$ cat src/rtl/mtm_alu_serializer_if.sv
// Result bus between the ALU core and the output serializer.
// The core drives the response request; the serializer drives the pin and busy.
interface mtm_alu_serializer_if;
    logic        start;
    logic [31:0] C;
    logic [3:0]  FLAGS;
    logic        ERR;
    logic [5:0]  ERR_FLAGS;
    logic        sout;
    logic        busy;

    modport master (
        output start, C, FLAGS, ERR, ERR_FLAGS,
        input  sout, busy
    );

    modport slave (
        input  start, C, FLAGS, ERR, ERR_FLAGS,
        output sout, busy
    );
endinterface

$ cat src/rtl/mtm_alu_serializer.sv
// MTM ALU output serializer: sends a result as 11-bit frames on one line.
// Normal responses are 4 DATA frames plus a CRC'd CMD frame; errors are one CMD frame.
module mtm_alu_serializer (
    input  logic                  clk,
    input  logic                  rst,
    mtm_alu_serializer_if.slave   bus
);

    typedef enum logic [2:0] {
        S_IDLE,
        S_START,
        S_TYPE,
        S_PAYLOAD,
        S_STOP
    } state_t;

    state_t      r_state;
    state_t      w_next;
    logic [2:0]  r_bit;
    logic [2:0]  r_frame;
    logic [31:0] r_c;
    logic [7:0]  r_ctl;
    logic        r_err;

    logic        w_accept;
    logic        w_last;
    logic [7:0]  w_byte;
    logic [7:0]  w_ctl;

    // Bit-serial x^3+x+1 over {C, 1'b0, FLAGS}, MSB first, seed 000.
    function automatic logic [2:0] crc3(
        input logic [31:0] c,
        input logic [3:0]  f
    );
        logic [36:0] m;
        logic [2:0]  crc;
        logic        fb;
        m   = {c, 1'b0, f};
        crc = 3'b000;
        for (int i = 36; i >= 0; i--) begin
            fb  = crc[2] ^ m[i];
            crc = {crc[1], crc[0] ^ fb, fb};
        end
        return crc;
    endfunction

    assign w_accept = bus.start && (r_state == S_IDLE);

    always_comb begin
        w_ctl = 8'h00;
        if (bus.ERR)
            w_ctl = {1'b1, bus.ERR_FLAGS, ~(^bus.ERR_FLAGS)};
        else
            w_ctl = {1'b0, bus.FLAGS, crc3(bus.C, bus.FLAGS)};
    end

    assign w_last = r_err ? (r_frame == 3'd0) : (r_frame == 3'd4);

    always_comb begin
        w_byte = r_ctl;
        if (!w_last) begin
            unique case (r_frame)
                3'd0:    w_byte = r_c[31:24];
                3'd1:    w_byte = r_c[23:16];
                3'd2:    w_byte = r_c[15:8];
                3'd3:    w_byte = r_c[7:0];
                default: w_byte = r_ctl;
            endcase
        end
    end

    always_comb begin
        w_next = r_state;
        unique case (r_state)
            S_IDLE:    if (bus.start) w_next = S_START;
            S_START:   w_next = S_TYPE;
            S_TYPE:    w_next = S_PAYLOAD;
            S_PAYLOAD: if (r_bit == 3'd0) w_next = S_STOP;
            S_STOP:    w_next = w_last ? S_IDLE : S_START;
            default:   w_next = S_IDLE;
        endcase
    end

    always_ff @(posedge clk or posedge rst) begin
        if (rst) begin
            r_state <= S_IDLE;
            r_bit   <= 3'd0;
            r_frame <= 3'd0;
            r_c     <= 32'h0;
            r_ctl   <= 8'h00;
            r_err   <= 1'b0;
        end else begin
            r_state <= w_next;
            if (w_accept) begin
                r_c     <= bus.C;
                r_ctl   <= w_ctl;
                r_err   <= bus.ERR;
                r_frame <= 3'd0;
            end
            if (r_state == S_TYPE)
                r_bit <= 3'd7;
            else if (r_state == S_PAYLOAD)
                r_bit <= r_bit - 3'd1;
            if (r_state == S_STOP && !w_last)
                r_frame <= r_frame + 3'd1;
        end
    end

    // Line level is a pure function of state so reset forces idle at once.
    always_comb begin
        bus.sout = 1'b1;
        bus.busy = (r_state != S_IDLE);
        unique case (r_state)
            S_IDLE:    bus.sout = 1'b1;
            S_START:   bus.sout = 1'b0;
            S_TYPE:    bus.sout = w_last;
            S_PAYLOAD: bus.sout = w_byte[r_bit];
            S_STOP:    bus.sout = 1'b1;
            default:   bus.sout = 1'b1;
        endcase
    end

endmodule

$ cat src/flat_wrapper.sv
// flat-port wrapper written by rule: the top's interface ports become plain ports
module mtm_alu_serializer_flat 
  (clk, rst, bus_start, bus_C, bus_FLAGS, bus_ERR, bus_ERR_FLAGS, bus_sout, bus_busy);
  mtm_alu_serializer_if bus_i ();
  input  logic clk;
  input  logic rst;
  input wire logic [$bits(bus_i.start)-1:0] bus_start;
  input wire logic [$bits(bus_i.C)-1:0] bus_C;
  input wire logic [$bits(bus_i.FLAGS)-1:0] bus_FLAGS;
  input wire logic [$bits(bus_i.ERR)-1:0] bus_ERR;
  input wire logic [$bits(bus_i.ERR_FLAGS)-1:0] bus_ERR_FLAGS;
  output wire logic [$bits(bus_i.sout)-1:0] bus_sout;
  output wire logic [$bits(bus_i.busy)-1:0] bus_busy;
  assign bus_i.start = bus_start;
  assign bus_i.C = bus_C;
  assign bus_i.FLAGS = bus_FLAGS;
  assign bus_i.ERR = bus_ERR;
  assign bus_i.ERR_FLAGS = bus_ERR_FLAGS;
  assign bus_sout = bus_i.sout;
  assign bus_busy = bus_i.busy;
  mtm_alu_serializer u_core (.clk(clk), .rst(rst), .bus(bus_i));
endmodule
$ cat config.mk
export PLATFORM = sky130hd
export DESIGN_NAME = mtm_alu_serializer_flat
export DESIGN_NICKNAME = d
export VERILOG_FILES = /design/src/rtl/mtm_alu_serializer_if.sv /design/src/rtl/mtm_alu_serializer.sv /design/src/flat_wrapper.sv
export SDC_FILE = /design/constraint.sdc
export NUM_CORES = 1
export LEC_CHECK = 0
export CORE_ASPECT_RATIO = 1.1
export CORE_MARGIN = 2
export CORE_UTILIZATION = 58
export CTS_BUF_LIST = sky130_fd_sc_hd__clkbuf_4 sky130_fd_sc_hd__clkbuf_8
export CTS_CLUSTER_DIAMETER = 100
export DETAILED_ROUTE_END_ITERATION = 12
export GPL_ROUTABILITY_DRIVEN = 0
export PLACE_DENSITY = 0.95
export SKIP_LAST_GASP = 1
export SYNTH_ARGS = -nofsm -noshare
export SYNTH_HDL_FRONTEND = slang
export SYNTH_SLANG_ARGS = --single-unit
$ cat constraint.sdc
create_clock -name clk -period 5.3 [get_ports clk]
set_input_delay 0.795 -clock clk [delete_from_list [all_inputs] [get_ports clk]]
set_output_delay 0.795 -clock clk [all_outputs]
set_load 0.01 [all_outputs]
==> summary.md <==
The path with the worst hold slack has its endpoint at u_core.r_c[10]. For this block, the routed nets add up to 7.119 mm of wire. The run gives 0 as the initial antenna violation count. The run finished with clean final reports. For this design the top-level I/O count stands at 48. In this run the register-to-register setup slack is 3130 ps. Yosys printed 0 warnings. Power comes to 0.7979 mW. The highest attainable clock frequency is 0.2355 GHz, and the post-route fraction of the period consumed by the critical path is 80.11%. The worst hold margin was 494.6 ps. The tools report the count of pins over their slew limit as 0.

Measured in cells, the most critical reg-to-reg path has a length of 4. For the number of buffers added for setup after CTS, the log shows 0. The commonest non-fill, non-tap cell in the layout was sky130_fd_sc_hd__nand2_1. The logs give 0 for the max-capacitance violation count and 3467 µm² for the final non-filler cell area.

For the residual antenna-violating net count after detailed routing, the log shows 0. Clock skew on the completed layout was measured at 4.892 ps. Summing every instance area after synthesis gives 2903 µm².

The endpoint arrival time on the critical path was 3450 ps. Timing analysis after detailed placement gives a worst setup slack of 1483 ps. STA classifies the critical path startpoint as a flip-flop.

The initial utilization of the core area, before any placement, comes to 59.26%. After detailed routing, the number of vias per cell comes to 5.800. For the final routed database, the setup TNS stands at 0 ps. Pin count of the biggest net entering global routing: 50. The number of antenna diodes in the final layout is 0.

The logs give 11.99 mm for the wire length of the first global-routing pass and 4510 ps for the data required time at the worst endpoint. The end-of-flow core utilization came out at 70.78%. The pre-antenna-repair detailed-routing pass consisted of 5 iterations.

Including well taps, the total number of placed cells is 417. Setup repair after global routing left no endpoint under its margin. Area of the core region: 4898 µm². The worst setup path is of the reg2out kind. Die span in x: 71.45 µm. For the routed length on met1, the log shows 2.787 mm. The share of the synthesized area in the top cell type is 42.24%, and the met2 layer wire length in the routed design is 3.513 mm. In this run the tool buffered the top-level ports with 47 buffer cells. Worst min-delay path class: reg2reg. The floorplan step set the die height to 78.20 µm.

The via count of the first global-routing pass is 2469. The tools report the endpoint of the worst-slack reg-to-reg timing path as u_core.r_c[21]. TritonCTS built the clock tree. Dividing the detail-routed wire length by the instance count gives 16.75 µm. The final-report hold violation count is 0.

Summed over all instances, the cell type with the most area after synthesis is sky130_fd_sc_hd__dfrtp_1. For the sum of met3 wire segment lengths after detailed routing, the log shows 456 µm. IR analysis of the VDD net gives a maximum drop of 0.1659 mV.

Measured against its own limit, the worst slew margin works out to 16.70%. The worst register-to-register path begins at u_core.r_state[0]. The final setup violation count is 0, and the clock sink count is 49. In this run, CTS created clock tree buffers numbering 5. Global routing consumed, over all layers together, 27.83% of the routing resources.

The run gives 27 as the site row count. Counting instances, the worst hold path has a depth of 2. The total die area was 5587 µm². After detailed placement, the total cell area comes to 3369 µm².

After synthesis, the mean cell area works out to 8.796 µm². The overflow left after global routing was 0; the share of post-route cells with drive strength above 1 was 4.360%. The post-route DRC violation count came out at 0.

By area the synthesized netlist is led by sky130_fd_sc_hd__dfrtp_1 42%, sky130_fd_sc_hd__nand2_1 15%, sky130_fd_sc_hd__xnor2_1 8.1%. Once detailed placement completed, the half-perimeter wirelength came to 5.190 mm. The post-cts repair resize count was 0. At the pin with the least slew margin, the transition time is 1250 ps.

The final instance count without filler cells was 425. Highest metal layer used by the detailed router: met4. The final layout contains 419 nets. The tools report the leakage power summed over all cells as 1.682 nW. The layout-stage area growth over the synthesis result is 19.44%, and the gate count of the mapped netlist is 330. The routed design could run at a clock period as short as 4246 ps. Number of distinct library cells after synthesis: 35. The number of nets produced by synthesis was 383; the clock transition at the registers of the reported paths was 100 ps.

Fill cells in the final layout number 319. The number of buffers on the longest clock path is 2. The tools report the worst min-delay path startpoint as u_core.r_c[10]. For the total number of vias, the log shows 2465.

The top cell types in the final layout, fill and taps aside, are 115 x sky130_fd_sc_hd__nand2_1, 49 x sky130_fd_sc_hd__dfrtp_1, 47 x sky130_fd_sc_hd__clkdlybuf4s50_1, 27 x sky130_fd_sc_hd__xnor2_1, 20 x sky130_fd_sc_hd__o21ai_0. In this run, synthesis produced a sequential element count of 49. The kind of end point of the critical path is a primary output.

The run gives 0 as the post-cts hold buffer count. Along the worst path, the maximum fanout reaches 17. After synthesis, flip-flops and latches occupy 42.24% of the total area. After layout, the worst setup slack is 1054 ps. The H-tree was split into 2 levels. The tools report the cell chosen for the clock root as sky130_fd_sc_hd__clkbuf_8. For this design the ratio of total power to cell area is 230.1 nW/µm². The later pin in the worst-skew pair is clocked with a latency of 310 ps. The detailed router finished its first iteration with 292 violations.
-- cells by family (layout without fill, tap and decap cells) --
kind of cell / after synthesis / count (layout) / share of synthesized area [%]
AND/OR/NAND/NOR: 143 / 143 / 19.53
adder cells (fa/ha/maj): 7 / 7 / 3.017
buffers and inverters: 28 / 65 / 4.051
XOR/XNOR: 42 / 42 / 15.56
AO/OA/AOI/OAI: 50 / 50 / 10.95
flip-flops: 49 / 49 / 42.24
multiplexers: 11 / 11 / 4.655
-- worst max-delay path, cell delays in order (launching register included) --
cell and delay, ps:
sky130_fd_sc_hd__dfrtp_1 630, sky130_fd_sc_hd__inv_1 150, sky130_fd_sc_hd__ha_1 360, sky130_fd_sc_hd__nand3_1 130, sky130_fd_sc_hd__o21ai_0 110, sky130_fd_sc_hd__or2_1 340
sky130_fd_sc_hd__a2111o_1 420, sky130_fd_sc_hd__a31o_2 240, sky130_fd_sc_hd__a22oi_1 200, sky130_fd_sc_hd__clkdlybuf4s50_1 570
-- layer usage --
layer / up-vias / track usage, %
met2: 120 / 44.72
met5: - / 0
met3: 30 / 5.648
li1: 1161 / -
met1: 1154 / 35.85
met4: 0 / 13.58
-- how the worst max path moves through the flow --
stage                 startpoint        to  slack [ps]
3_5_place_dp   u_core.r_frame[2]  bus_sout        1480
5_1_grt        u_core.r_frame[2]  bus_sout         850
2_1_floorplan  u_core.r_frame[0]  bus_sout        2190
4_1_cts        u_core.r_frame[2]  bus_sout        1100
3_3_place_gp   u_core.r_frame[2]  bus_sout        1640
6_report       u_core.r_frame[2]  bus_sout        1050
-- state kept, by name, indices dropped and copies added, names as in the netlist --
signal / cells
u_core.r_c: 32
u_core.r_ctl: 8
u_core.r_state: 3
u_core.r_frame: 3
u_core.r_bit: 3
-- where the power goes --
group / switching, mW / total (mW) / internal [mW]
clock network: 0.139 / 0.238 / 0.0988
registers: 0 / 0.374 / 0.374
logic: 0.0709 / 0.187 / 0.116
-- cell type report --
class	instances	area, µm²	share of cell area, %
Multi-Input combinational cell	253	1559	44.97
Sequential cell	49	1226	35.37
Timing Repair Buffer	48	478.0	13.79
Tap cell	58	72.57	2.093
Clock buffer	5	68.82	1.985
Inverter	9	33.78	0.9744
Clock inverter	3	28.78	0.8300
-- cells in the mapped netlist --
cell type	number
sky130_fd_sc_hd__a2111o_1	1
sky130_fd_sc_hd__mux2i_1	9
sky130_fd_sc_hd__o211ai_1	1
sky130_fd_sc_hd__o21a_1	2
sky130_fd_sc_hd__or2_1	1
sky130_fd_sc_hd__buf_4	2
sky130_fd_sc_hd__ha_1	7
sky130_fd_sc_hd__xnor2_1	27
sky130_fd_sc_hd__nor2_1	10
sky130_fd_sc_hd__a22oi_1	3
sky130_fd_sc_hd__a31o_2	1
sky130_fd_sc_hd__mux4_2	2
sky130_fd_sc_hd__or2_2	1
sky130_fd_sc_hd__a311o_1	1
sky130_fd_sc_hd__a21oi_1	11
sky130_fd_sc_hd__o21bai_1	1
sky130_fd_sc_hd__xnor3_1	5
sky130_fd_sc_hd__clkbuf_2	1
sky130_fd_sc_hd__nor3_1	5
sky130_fd_sc_hd__and2_1	1
sky130_fd_sc_hd__xnor2_2	2
sky130_fd_sc_hd__nand3_1	7
sky130_fd_sc_hd__xor2_1	8
sky130_fd_sc_hd__dfrtp_1	49
sky130_fd_sc_hd__nor2b_1	1
sky130_fd_sc_hd__a31oi_1	1
sky130_fd_sc_hd__o21ai_1	1
sky130_fd_sc_hd__inv_1	9
sky130_fd_sc_hd__nand2_1	115
sky130_fd_sc_hd__a222oi_1	6
sky130_fd_sc_hd__clkbuf_1	13
sky130_fd_sc_hd__buf_2	3
sky130_fd_sc_hd__nand2b_1	2
sky130_fd_sc_hd__o21ai_0	20
sky130_fd_sc_hd__a32oi_1	1
No activity file was read; power rests on OpenSTA's default activity.
